File: config.mk
export PLATFORM = sky130hd
export DESIGN_NAME = shadow_stack_unit
export DESIGN_NICKNAME = d
export VERILOG_FILES = /design/src/rtl/shadow_stack_unit_pkg.sv /design/src/rtl/ss_stack_ram.sv /design/src/rtl/shadow_stack_unit.sv
export SDC_FILE = /design/constraint.sdc
export NUM_CORES = 1
export LEC_CHECK = 0
export CAP_MARGIN = 20
export CORE_MARGIN = 1
export CORE_UTILIZATION = 45
export CTS_BUF_LIST = sky130_fd_sc_hd__clkbuf_8
export DETAILED_ROUTE_END_ITERATION = 8
export DONT_BUFFER_PORTS = 1
export PLACE_DENSITY = 0.68
export SLEW_MARGIN = 20
export SYNTH_ARGS = -nofsm -noshare
export SYNTH_HDL_FRONTEND = slang
export SYNTH_SLANG_ARGS = --single-unit
File: constraint.sdc
create_clock -name clk_i -period 9.85 [get_ports clk_i]
set_input_delay 1.97 -clock clk_i [delete_from_list [all_inputs] [get_ports clk_i]]
set_output_delay 1.97 -clock clk_i [all_outputs]
set_load 0.03 [all_outputs]
File: src/rtl/shadow_stack_unit_pkg.sv
// Shared types for the shadow stack: exception record, fault codes and FSM states.
package shadow_stack_unit_pkg;

  localparam int unsigned VLEN     = 64;
  localparam int unsigned XLEN     = 64;
  localparam int unsigned SS_DEPTH = 16;

  typedef struct packed {
    logic [XLEN-1:0] cause;
    logic [XLEN-1:0] tval;
    logic            valid;
  } exception_t;

  typedef enum logic [2:0] {
    SS_NONE     = 3'd0,
    SS_MISMATCH = 3'd3,
    SS_OVF      = 3'd4,
    SS_UNF      = 3'd5
  } ss_fault_e;

  typedef enum logic [1:0] {
    StIdle,
    StCheck,
    StFault
  } ss_state_e;

  // Fault code as it appears in exception_t.tval.
  function automatic logic [XLEN-1:0] ss_tval(ss_fault_e code);
    return {{(XLEN - 3){1'b0}}, code};
  endfunction

endpackage

File: src/rtl/ss_stack_ram.sv
// Return-address storage: synchronous write, asynchronous read.
module ss_stack_ram
  import shadow_stack_unit_pkg::*;
#(
  parameter int unsigned DEPTH = SS_DEPTH,
  parameter int unsigned WIDTH = VLEN,
  localparam int unsigned AW   = $clog2(DEPTH)
) (
  input  logic             clk_i,
  input  logic             we_i,
  input  logic [AW-1:0]    waddr_i,
  input  logic [WIDTH-1:0] wdata_i,
  input  logic [AW-1:0]    raddr_i,
  output logic [WIDTH-1:0] rdata_o
);

  logic [WIDTH-1:0] mem_q [DEPTH];

  always_ff @(posedge clk_i) begin
    if (we_i) begin
      mem_q[waddr_i] <= wdata_i;
    end
  end

  assign rdata_o = mem_q[raddr_i];

endmodule

File: src/rtl/shadow_stack_unit.sv
// Hardware shadow stack: records call return addresses and checks return targets at commit.
module shadow_stack_unit
  import shadow_stack_unit_pkg::*;
#(
  parameter int unsigned DEPTH    = SS_DEPTH,
  parameter int unsigned SS_CAUSE = 18,
  localparam int unsigned AW      = $clog2(DEPTH),
  localparam int unsigned CW      = $clog2(DEPTH) + 1
) (
  input  logic            clk_i,
  input  logic            rst_i,
  input  logic            enable_i,
  input  logic            flush_i,
  input  logic            push_valid_i,
  input  logic [VLEN-1:0] push_addr_i,
  output logic            push_ready_o,
  input  logic            popchk_valid_i,
  input  logic [VLEN-1:0] popchk_addr_i,
  output logic            popchk_ready_o,
  output logic            done_o,
  output exception_t      ss_popchk_ex_o,
  input  logic            ex_ack_i,
  output logic [CW-1:0]   count_o
);

  ss_state_e       state_q, state_d;
  logic [CW-1:0]   cnt_q, cnt_d;
  logic [VLEN-1:0] top_q, top_d;
  logic [VLEN-1:0] tgt_q, tgt_d;
  ss_fault_e       code_q, code_d;
  logic            done_q, done_d;

  logic            mem_we;
  logic [VLEN-1:0] mem_top;
  logic [CW-1:0]   cnt_p1, cnt_m1;
  logic            cnt_full, cnt_empty;
  logic            push_acc, pop_acc;

  assign cnt_p1    = cnt_q + CW'(1);
  assign cnt_m1    = cnt_q - CW'(1);
  assign cnt_full  = (cnt_q == CW'(DEPTH));
  assign cnt_empty = (cnt_q == '0);

  // A flush in the accepting cycle drops the request outright.
  assign pop_acc  = (state_q == StIdle) && popchk_valid_i && !flush_i;
  assign push_acc = (state_q == StIdle) && push_valid_i && !popchk_valid_i && !flush_i;

  ss_stack_ram #(
    .DEPTH (DEPTH),
    .WIDTH (VLEN)
  ) u_ram (
    .clk_i   (clk_i),
    .we_i    (mem_we),
    .waddr_i (cnt_q[AW-1:0]),
    .wdata_i (push_addr_i),
    .raddr_i (cnt_m1[AW-1:0]),
    .rdata_o (mem_top)
  );

  always_ff @(posedge clk_i) begin
    if (rst_i) begin
      state_q <= StIdle;
      cnt_q   <= '0;
      top_q   <= '0;
      tgt_q   <= '0;
      code_q  <= SS_NONE;
      done_q  <= 1'b0;
    end else begin
      state_q <= state_d;
      cnt_q   <= cnt_d;
      top_q   <= top_d;
      tgt_q   <= tgt_d;
      code_q  <= code_d;
      done_q  <= done_d;
    end
  end

  always_comb begin
    state_d = state_q;
    cnt_d   = cnt_q;
    top_d   = top_q;
    tgt_d   = tgt_q;
    code_d  = code_q;
    done_d  = 1'b0;
    mem_we  = 1'b0;
    unique case (state_q)
      StIdle: begin
        if (pop_acc) begin
          if (!enable_i) begin
            done_d = 1'b1;
          end else if (cnt_empty) begin
            state_d = StFault;
            code_d  = SS_UNF;
          end else begin
            // Compare happens next cycle so the address input never reaches an output.
            top_d   = mem_top;
            tgt_d   = popchk_addr_i;
            state_d = StCheck;
          end
        end else if (push_acc) begin
          if (!enable_i) begin
            done_d = 1'b1;
          end else if (cnt_full) begin
            state_d = StFault;
            code_d  = SS_OVF;
          end else begin
            mem_we = 1'b1;
            cnt_d  = cnt_p1;
            done_d = 1'b1;
          end
        end
      end
      StCheck: begin
        if (flush_i) begin
          state_d = StIdle;
        end else if (top_q == tgt_q) begin
          cnt_d   = cnt_m1;
          done_d  = 1'b1;
          state_d = StIdle;
        end else begin
          state_d = StFault;
          code_d  = SS_MISMATCH;
        end
      end
      StFault: begin
        if (ex_ack_i || flush_i) begin
          state_d = StIdle;
        end
      end
      default: state_d = StIdle;
    endcase
  end

  always_comb begin
    ss_popchk_ex_o = '0;
    if (state_q == StFault) begin
      ss_popchk_ex_o.valid = 1'b1;
      ss_popchk_ex_o.cause = XLEN'(SS_CAUSE);
      ss_popchk_ex_o.tval  = ss_tval(code_q);
    end
    popchk_ready_o = (state_q == StIdle);
    push_ready_o   = (state_q == StIdle) && !popchk_valid_i;
    done_o         = done_q;
    count_o        = cnt_q;
  end

endmodule

==> flow_summary.toml, run 1 <==
[detailed_routing]
drt-pass1-iter-count = 6
ant_nets = 0
drc_violations_left = 0
detailroute.via_count = 22700
drt_iter0_drc = 2261
wl_per_cell_um = 26.2
detail_route.wirelength_um = 106000
post_drt_via_cell_ratio = 5.64

[clock_network]
ctsResizeCount = 0
clk_pin_slew_ns = 0.06
cts_hold_buf = 0
cts_buffers = 178
cts_buffer_depth = 3
worstSkewPairLatency_ns = 0.87
cts_tree = "done"
number_of_h_tree_levels = 4
post_cts_repair_timing_setup_buffer_count = 0
root_buffer = "sky130_fd_sc_hd__clkbuf_8"
clock_sinks = 1163

[floorplan]
coreArea_um2 = 100000
placement_rows = 116
die_w_um = 321
num_io_pins = 272
initial_utilization_pct = 45.6
design.die.area_um2 = 103000
y_dimension_of_the_die_um = 321

[power_and_ir_drop]
power-per-cell-area_nw_per_um2 = 189
ir_worst_vdd_mv = 0.128
leakage_nw = 15.9
total_power_w = 0.00950

[sta]
final_cycle_utilization_of_the_critical_path_pct = 46.0
unrepaired_setup_endpoints_after_global_routing = "false"
report.final.setup_viol = 0
final.min_clock_period_ns = 4.53
slew_worst_pin_ns = 1.11
clock-skew-final_ns = 0.0656
achievable-frequency_mhz = 221
hold_violations = 0
max_transition_viols_final = 0
totalNegativeSetupSlack_ns = 0
max_slew_margin_pct = 26.1

[worst_setup_path]
worstPathMaxFanout = 38
critical_path.endpoint_type = "register"
crit_slowest_cell = "sky130_fd_sc_hd__nor2_4"
regToRegSetupSlack_ns = 5.40
arrival_ns = 4.99
critical_path.reg2reg.endpoint = "top_q[13]$_SDFFE_PP0P_"
series_of_cell_instances_along_the_critical_path = "nor3_2 > and4bb_1 > nand2_1 > nor2_4 > buf_4"
reg2regPathDepth = 9
worstSetupPathType = "in -> reg"
timing.critical_path.required_ns = 10.31
crit-reg2reg-launch = "count_o[0]$_SDFFE_PP0P_"
setup.worst_path.start_class = "primary input"
cp_slowest_stage_delay_ns = 0.86

[cells_and_area]
final_cell_count_no_fill = 4030
drive_gt1_share_pct = 21.6
regArea_um2 = 33500
fin_nets = 2664
fillers = 8112
final_core_utilization_pct = 49.9
multi_input_comb_area_um2 = 11200
layout-area-overhead-vs-synth_pct = 9.46

[synth]
asyncSetResetFlopFracSynth_pct = 0
register_bit_count_reported_by_yosys = 1163
ys_warn_count = 0
synth_edf_count = 1024
synth_cells = 2448
synth_seq_area_share_pct = 73.2
synth_top_flop_cell = "sky130_fd_sc_hd__edfxtp_1"
synth.distinct_cells = 53
synth_top_area_cell = "sky130_fd_sc_hd__edfxtp_1"
postSynthAreaPerCell_um2 = 18.7
synth_common_cells = "sky130_fd_sc_hd__edfxtp_1 (1024), sky130_fd_sc_hd__mux4_2 (256), sky130_fd_sc_hd__buf_4 (148)"
dominant_cells_by_area_after_synthesis = "sky130_fd_sc_hd__edfxtp_1 (67%), sky130_fd_sc_hd__mux4_2 (13%), sky130_fd_sc_hd__dfxtp_1 (6.1%)"
post-synth-top-count-cell = "sky130_fd_sc_hd__edfxtp_1"
netlist_area_um2 = 45800
synth_top_cell_area_share_pct = 67.1

[grt]
number_of_antenna_violations_at_the_first_check_in_global_routing = 6
global_route.usage.met1_pct = 28.1
first_pass_grt_wire_length_um = 153000
global_route.usage.met3_pct = 6.53
groute.layer.met2.usage_pct = 31.4
grt_max_degree = 148
globalRoute.busiestLayer = "met2"
first_global_vias = 22300
grt_remaining_overflow = 0
groute.usage.overall_pct = 20.6

[run]
cap_viol_max_count = 0

[min_path]
min_path_cells = 2
worstHoldEndpoint = "tgt_q[20]$_SDFFE_PP0P_"
holdCritPathClass = "reg -> reg"
min_from = "tgt_q[20]$_SDFFE_PP0P_"

[placement]
place_inst = 3698
gp_routability_congestion = 0.818
hpwl_um = 63800
port-buffer-count = 0

[run_status]
outcome = "finished, final reports clean"
-- layout make-up --
class	count	share of cell area, %
Antenna cell	1	0.00499
Clock inverter	138	1.51
Timing Repair Buffer	40	0.768
Sequential cell	1163	66.9
Tap cell	1357	3.38
Inverter	4	0.0299
Multi-Input combinational cell	1137	22.2
Clock buffer	190	5.21
-- through the flow --
step           worst slack [ns]  hold WS [ns]  cell area, um2
2_1_floorplan              1.73         0.449           46300
3_3_place_gp               4.05         0.458           46700
3_5_place_dp               3.96         0.464           46700
4_1_cts                    4.88         0.473           50100
5_1_grt                    5.08         0.492           50200
6_report                   5.32         0.474           50200
-- sequential cells by signal, summed over array words and instances, names as in the netlist --
| name | flops |
|---|---|
| u_ram.mem_q | 1024 |
| tgt_q | 64 |
| top_q | 64 |
| count_o | 5 |
| code_q | 3 |
| state_q | 2 |
| done_o | 1 |
-- placed cells by master (no fill, tap or decap), types with 64 or more instances in the layout --
| cell type | synthesis | routed |
|---|---|---|
| sky130_fd_sc_hd__mux4_2 | 256 | 256 |
| sky130_fd_sc_hd__dfxtp_1 | 139 | 138 |
| sky130_fd_sc_hd__a21oi_1 | 127 | 127 |
| sky130_fd_sc_hd__a211oi_1 | 121 | 121 |
| sky130_fd_sc_hd__xnor2_1 | 65 | 64 |
| sky130_fd_sc_hd__clkbuf_8 | 0 | 190 |
| sky130_fd_sc_hd__nand2_1 | 135 | 135 |
| sky130_fd_sc_hd__conb_1 | 1 | 123 |
| sky130_fd_sc_hd__nor2b_1 | 66 | 65 |
| sky130_fd_sc_hd__edfxtp_1 | 1024 | 1024 |
| sky130_fd_sc_hd__mux2i_1 | 64 | 64 |
| sky130_fd_sc_hd__nor2_1 | 87 | 75 |
-- routing by layer --
layer  up-vias  part of all wire (%)
met5         -                 0.012
met4         2                   2.5
met3       178                    11
met2      1155                    46
met1     11700                    40
li1       9656                     -
-- cells by family (layout without fill, tap and decap cells) --
kind of cell | Yosys count | after routing | share of synthesized area (%)
xor+xnor | 66 | 66 | 1.28
compound gates | 281 | 281 | 4.05
other cells | 1 | 124 | 0.00818
mux | 322 | 322 | 14.0
flops | 1163 | 1163 | 73.2
simple gates | 340 | 340 | 3.49
fa+ha+maj | 5 | 5 | 0.137
buf+inv | 270 | 372 | 3.84
-- how the worst max path moves through the flow --
stage	from	endpoint
after floorplan	popchk_valid_i	u_ram.mem_q[1][0]$_DFFE_PP_
after detailed placement	popchk_valid_i	u_ram.mem_q[14][15]$_DFFE_PP_
after global placement	popchk_valid_i	u_ram.mem_q[13][48]$_DFFE_PP_
after global routing	count_o[0]$_SDFFE_PP0P_	top_q[48]$_SDFFE_PP0P_
after CTS	popchk_valid_i	u_ram.mem_q[14][44]$_DFFE_PP_
final	popchk_valid_i	u_ram.mem_q[13][45]$_DFFE_PP_
-- critical path: cells and delay by family --
| kind | cells | cell delay, ns |
|---|---|---|
| and+or+nand+nor | 4 | 2.30 |
| buffers and inverters | 1 | 0.69 |
-- report_power, final --
part           internal (W)  switching, W
registers           0.00537     0.0000108
logic              0.000126      0.000235
clock network       0.00188       0.00187
total               0.00738       0.00212
Power figures use the tool's default switching activity.
==> inputs of run 2 (changes only) <==
--- a/config.mk
+++ b/config.mk
@@ -5,6 +5,7 @@
 export SDC_FILE = /design/constraint.sdc
 export NUM_CORES = 1
 export LEC_CHECK = 0
+export ABC_AREA = 1
 export CAP_MARGIN = 20
 export CORE_MARGIN = 1
 export CORE_UTILIZATION = 45
==> constraint.sdc (replaced) <==
create_clock -name clk_i -period 4.5 [get_ports clk_i]
set_input_delay 0.9 -clock clk_i [delete_from_list [all_inputs] [get_ports clk_i]]
set_output_delay 0.9 -clock clk_i [all_outputs]
set_load 0.03 [all_outputs]
==> run 2 against run 1 <==
Against the previous run: die area rose by 2.8%; largest power group unchanged; via count increased by 35%; area after synthesis increased by 2.9%; critical path type is now reg -> reg; core utilization fell by 0.32 points; clock skew shrank 0.026 ns; power increased to 2.6 times the previous value.
==> flow_summary.toml, run 2 <==
[run_status]
outcome = "finished, final reports clean"

[placement]
hpwl_um = 63600
place_area_um2 = 48000
gp_routability_congestion = 0.785
port-buffer-count = 0

[clock_network]
cts_hold_buf = 0
clk_pin_slew_ns = 0.07
post_cts_repair_timing_setup_buffer_count = 0
cts_tree = "done"
clock_sinks = 1163
number_of_h_tree_levels = 4
root_buffer = "sky130_fd_sc_hd__clkbuf_8"
cts_buffers = 179
worstSkewPairLatency_ns = 0.86
cts_buffer_depth = 3
ctsResizeCount = 0

[synth]
register_bit_count_reported_by_yosys = 1163
dominant_cells_by_area_after_synthesis = "sky130_fd_sc_hd__edfxtp_1 (65%), sky130_fd_sc_hd__o21ai_0 (6.2%), sky130_fd_sc_hd__nor2_1 (6.2%)"
synth.distinct_cells = 30
netlist_area_um2 = 47100
synth_edf_count = 1024
ys_warn_count = 0
synth_top_flop_cell = "sky130_fd_sc_hd__edfxtp_1"
synth_cells = 3951
synth_top_area_cell = "sky130_fd_sc_hd__edfxtp_1"
postSynthAreaPerCell_um2 = 11.9
synth_seq_area_share_pct = 71.1
asyncSetResetFlopFracSynth_pct = 0
synth_common_cells = "sky130_fd_sc_hd__edfxtp_1 (1024), sky130_fd_sc_hd__nor2_1 (774), sky130_fd_sc_hd__o21ai_0 (581)"
synth_top_cell_area_share_pct = 65.2
post-synth-top-count-cell = "sky130_fd_sc_hd__edfxtp_1"

[floorplan]
die_w_um = 326
initial_utilization_pct = 45.5
design.die.area_um2 = 106000
coreArea_um2 = 104000
num_io_pins = 272
placement_rows = 118
y_dimension_of_the_die_um = 326

[grt]
groute.usage.overall_pct = 22.4
number_of_antenna_violations_at_the_first_check_in_global_routing = 1
grt_max_degree = 221
first_global_vias = 28900
grt_remaining_overflow = 0
first_pass_grt_wire_length_um = 180000

[worst_setup_path]
crit-reg2reg-launch = "count_o[1]$_SDFFE_PP0P_"
timing.critical_path.required_ns = 5.05
series_of_cell_instances_along_the_critical_path = "inv_1 > ha_4 > nand3_1 > inv_1 > nor3_1 > nand2_1 > nor2_4 > buf_4"
arrival_ns = 4.40
cp_slowest_stage_delay_ns = 0.78
worstPathMaxFanout = 17
critical_path.endpoint_type = "register"
critPathBufInv = 3
startpoint = "count_o[1]$_SDFFE_PP0P_"
critical_path.most_common_cell = "sky130_fd_sc_hd__inv_1"
setup.worst_path.start_class = "register"
crit_family = "simple AND/OR/NAND/NOR gates"
worstSetupPathType = "reg -> reg"
crit_slowest_cell = "sky130_fd_sc_hd__nor2_4"

[min_path]
min_from = "rst_i"
holdCritPathClass = "in -> reg"

[sta]
max_slew_margin_pct = 19.6
totalNegativeSetupSlack_ns = 0
achievable-frequency_mhz = 259
slew_worst_pin_ns = 1.21
max_transition_viols_final = 0
final.min_clock_period_ns = 3.86
unrepaired_setup_endpoints_after_global_routing = "false"
final_cycle_utilization_of_the_critical_path_pct = 85.7
report.final.setup_viol = 0
hold_violations = 0
clock-skew-final_ns = 0.0391

[power_and_ir_drop]
power-per-cell-area_nw_per_um2 = 482
seq_power_share_pct = 48.3
power.share.switching_pct = 29.8
clock_power_share_pct = 34.0
power_report.internal_total_w = 0.0174
leakage_nw = 17.8
ir_worst_vdd_mv = 0.296
comb_power_share_pct = 17.7
netSwitchingPower_w = 0.00740

[cells_and_area]
finish.instance_area_um2 = 51400
fin_nets = 4075
fillers = 8798
drive_gt1_share_pct = 7.76
final_common_cell = "sky130_fd_sc_hd__edfxtp_1"
commonest_cells_after_routing_fill_and_taps_aside = "sky130_fd_sc_hd__edfxtp_1 (1024), sky130_fd_sc_hd__nor2_1 (758), sky130_fd_sc_hd__o21ai_0 (581)"
largest_register_ffs = 1024
biggestRegsByFlops = "u_ram.mem_q x1024, tgt_q x64, top_q x64"
layout-area-overhead-vs-synth_pct = 9.11
top_register = "u_ram.mem_q"

[detailed_routing]
detail_route.wirelength_um = 121000
post_drt_via_cell_ratio = 5.59
drc_violations_left = 0
drt-pass1-iter-count = 5
drt_iter0_drc = 3209
detailroute.via_count = 30600
ant_nets = 0
wl_per_cell_um = 22.1

[run]
cap_viol_max_count = 0
==> run 2: cell types whose count changed after synthesis, sizes merged, moves of 66 or more <==
cell and delta:
nand3 +69, o21ai +707, nor2 +689, mux4 -256, o22ai +192, clkbuf +66
inv +188, nor2b -66, a211oi -130
==> run 2: cells by family (layout without fill, tap and decap cells) <==
kind of cell	after synthesis	count (layout)	share of synthesized area (%)
XOR/XNOR	14	14	0.292
AND/OR/NAND/NOR	1049	1049	8.60
flip-flops	1163	1163	71.1
other	1	125	0.00796
adder cells (fa/ha/maj)	5	5	0.133
AO/OA/AOI/OAI	1149	1149	13.6
buffers and inverters	570	583	6.27
==> run 2: area by class of cell <==
type | instances | area, um2 | share of cell area [%]
sequential | 1163 | 33500 | 65.2
multi-input combinational | 2340 | 11300 | 21.9
clock buffer | 194 | 2670 | 5.19
tap | 1380 | 1730 | 3.36
clock inverter | 138 | 768 | 1.49
inverter | 192 | 741 | 1.44
timing repair buffer | 59 | 718 | 1.40
antenna | 2 | 5.00 | 0.00973
==> run 2: worst paths after layout <==
check                            endpoint  slack, ns  depth (start not counted)
max reg2reg  u_ram.mem_q[12][5]$_DFFE_PP_       0.64                          8
min reg2reg        tgt_q[22]$_SDFFE_PP0P_       0.47                          2
max          u_ram.mem_q[12][5]$_DFFE_PP_       0.64                          8
min               count_o[0]$_SDFFE_PP0P_       0.10                          1
==> run 2: per-layer routing <==
layer | wire, um | vias to the layer above | track usage [%]
met3 | 11500 | 205 | 4.77
met1 | 50300 | 14900 | 30.8
li1 | - | 13900 | -
met2 | 56200 | 1526 | 35.6
met4 | 2690 | 0 | 7.04
met5 | 0 | - | 0
==> run 2: metrics by stage <==
| step | hold slack [ns] | power, W | util [%] | instances | setup WS (ns) |
|---|---|---|---|---|---|
| 5_1_grt | 0.0566 | 0.0258 | 49.6 | 5467 | 0.513 |
| 3_5_place_dp | 0.461 | 0.0166 | 46.3 | 5134 | 0.744 |
| 4_1_cts | 0.0329 | 0.0249 | 49.6 | 5466 | 0.712 |
| 2_1_floorplan | 0.431 | 0.0154 | - | 4073 | -0.851 |
| 3_3_place_gp | 0.451 | 0.0165 | 46.3 | 5134 | 0.781 |
| 6_report | 0.101 | 0.0248 | 49.6 | 5468 | 0.644 |
==> run 2: power groups by stage <==
stage / sequential, W / combinational, W / clock, W
after global routing: 0.0120 / 0.00483 / 0.00901
after detailed placement: 0.0122 / 0.00436 / 0
after floorplan: 0.0122 / 0.00326 / 0
after global placement: 0.0122 / 0.00431 / 0
final: 0.0120 / 0.00439 / 0.00842
after CTS: 0.0120 / 0.00437 / 0.00854
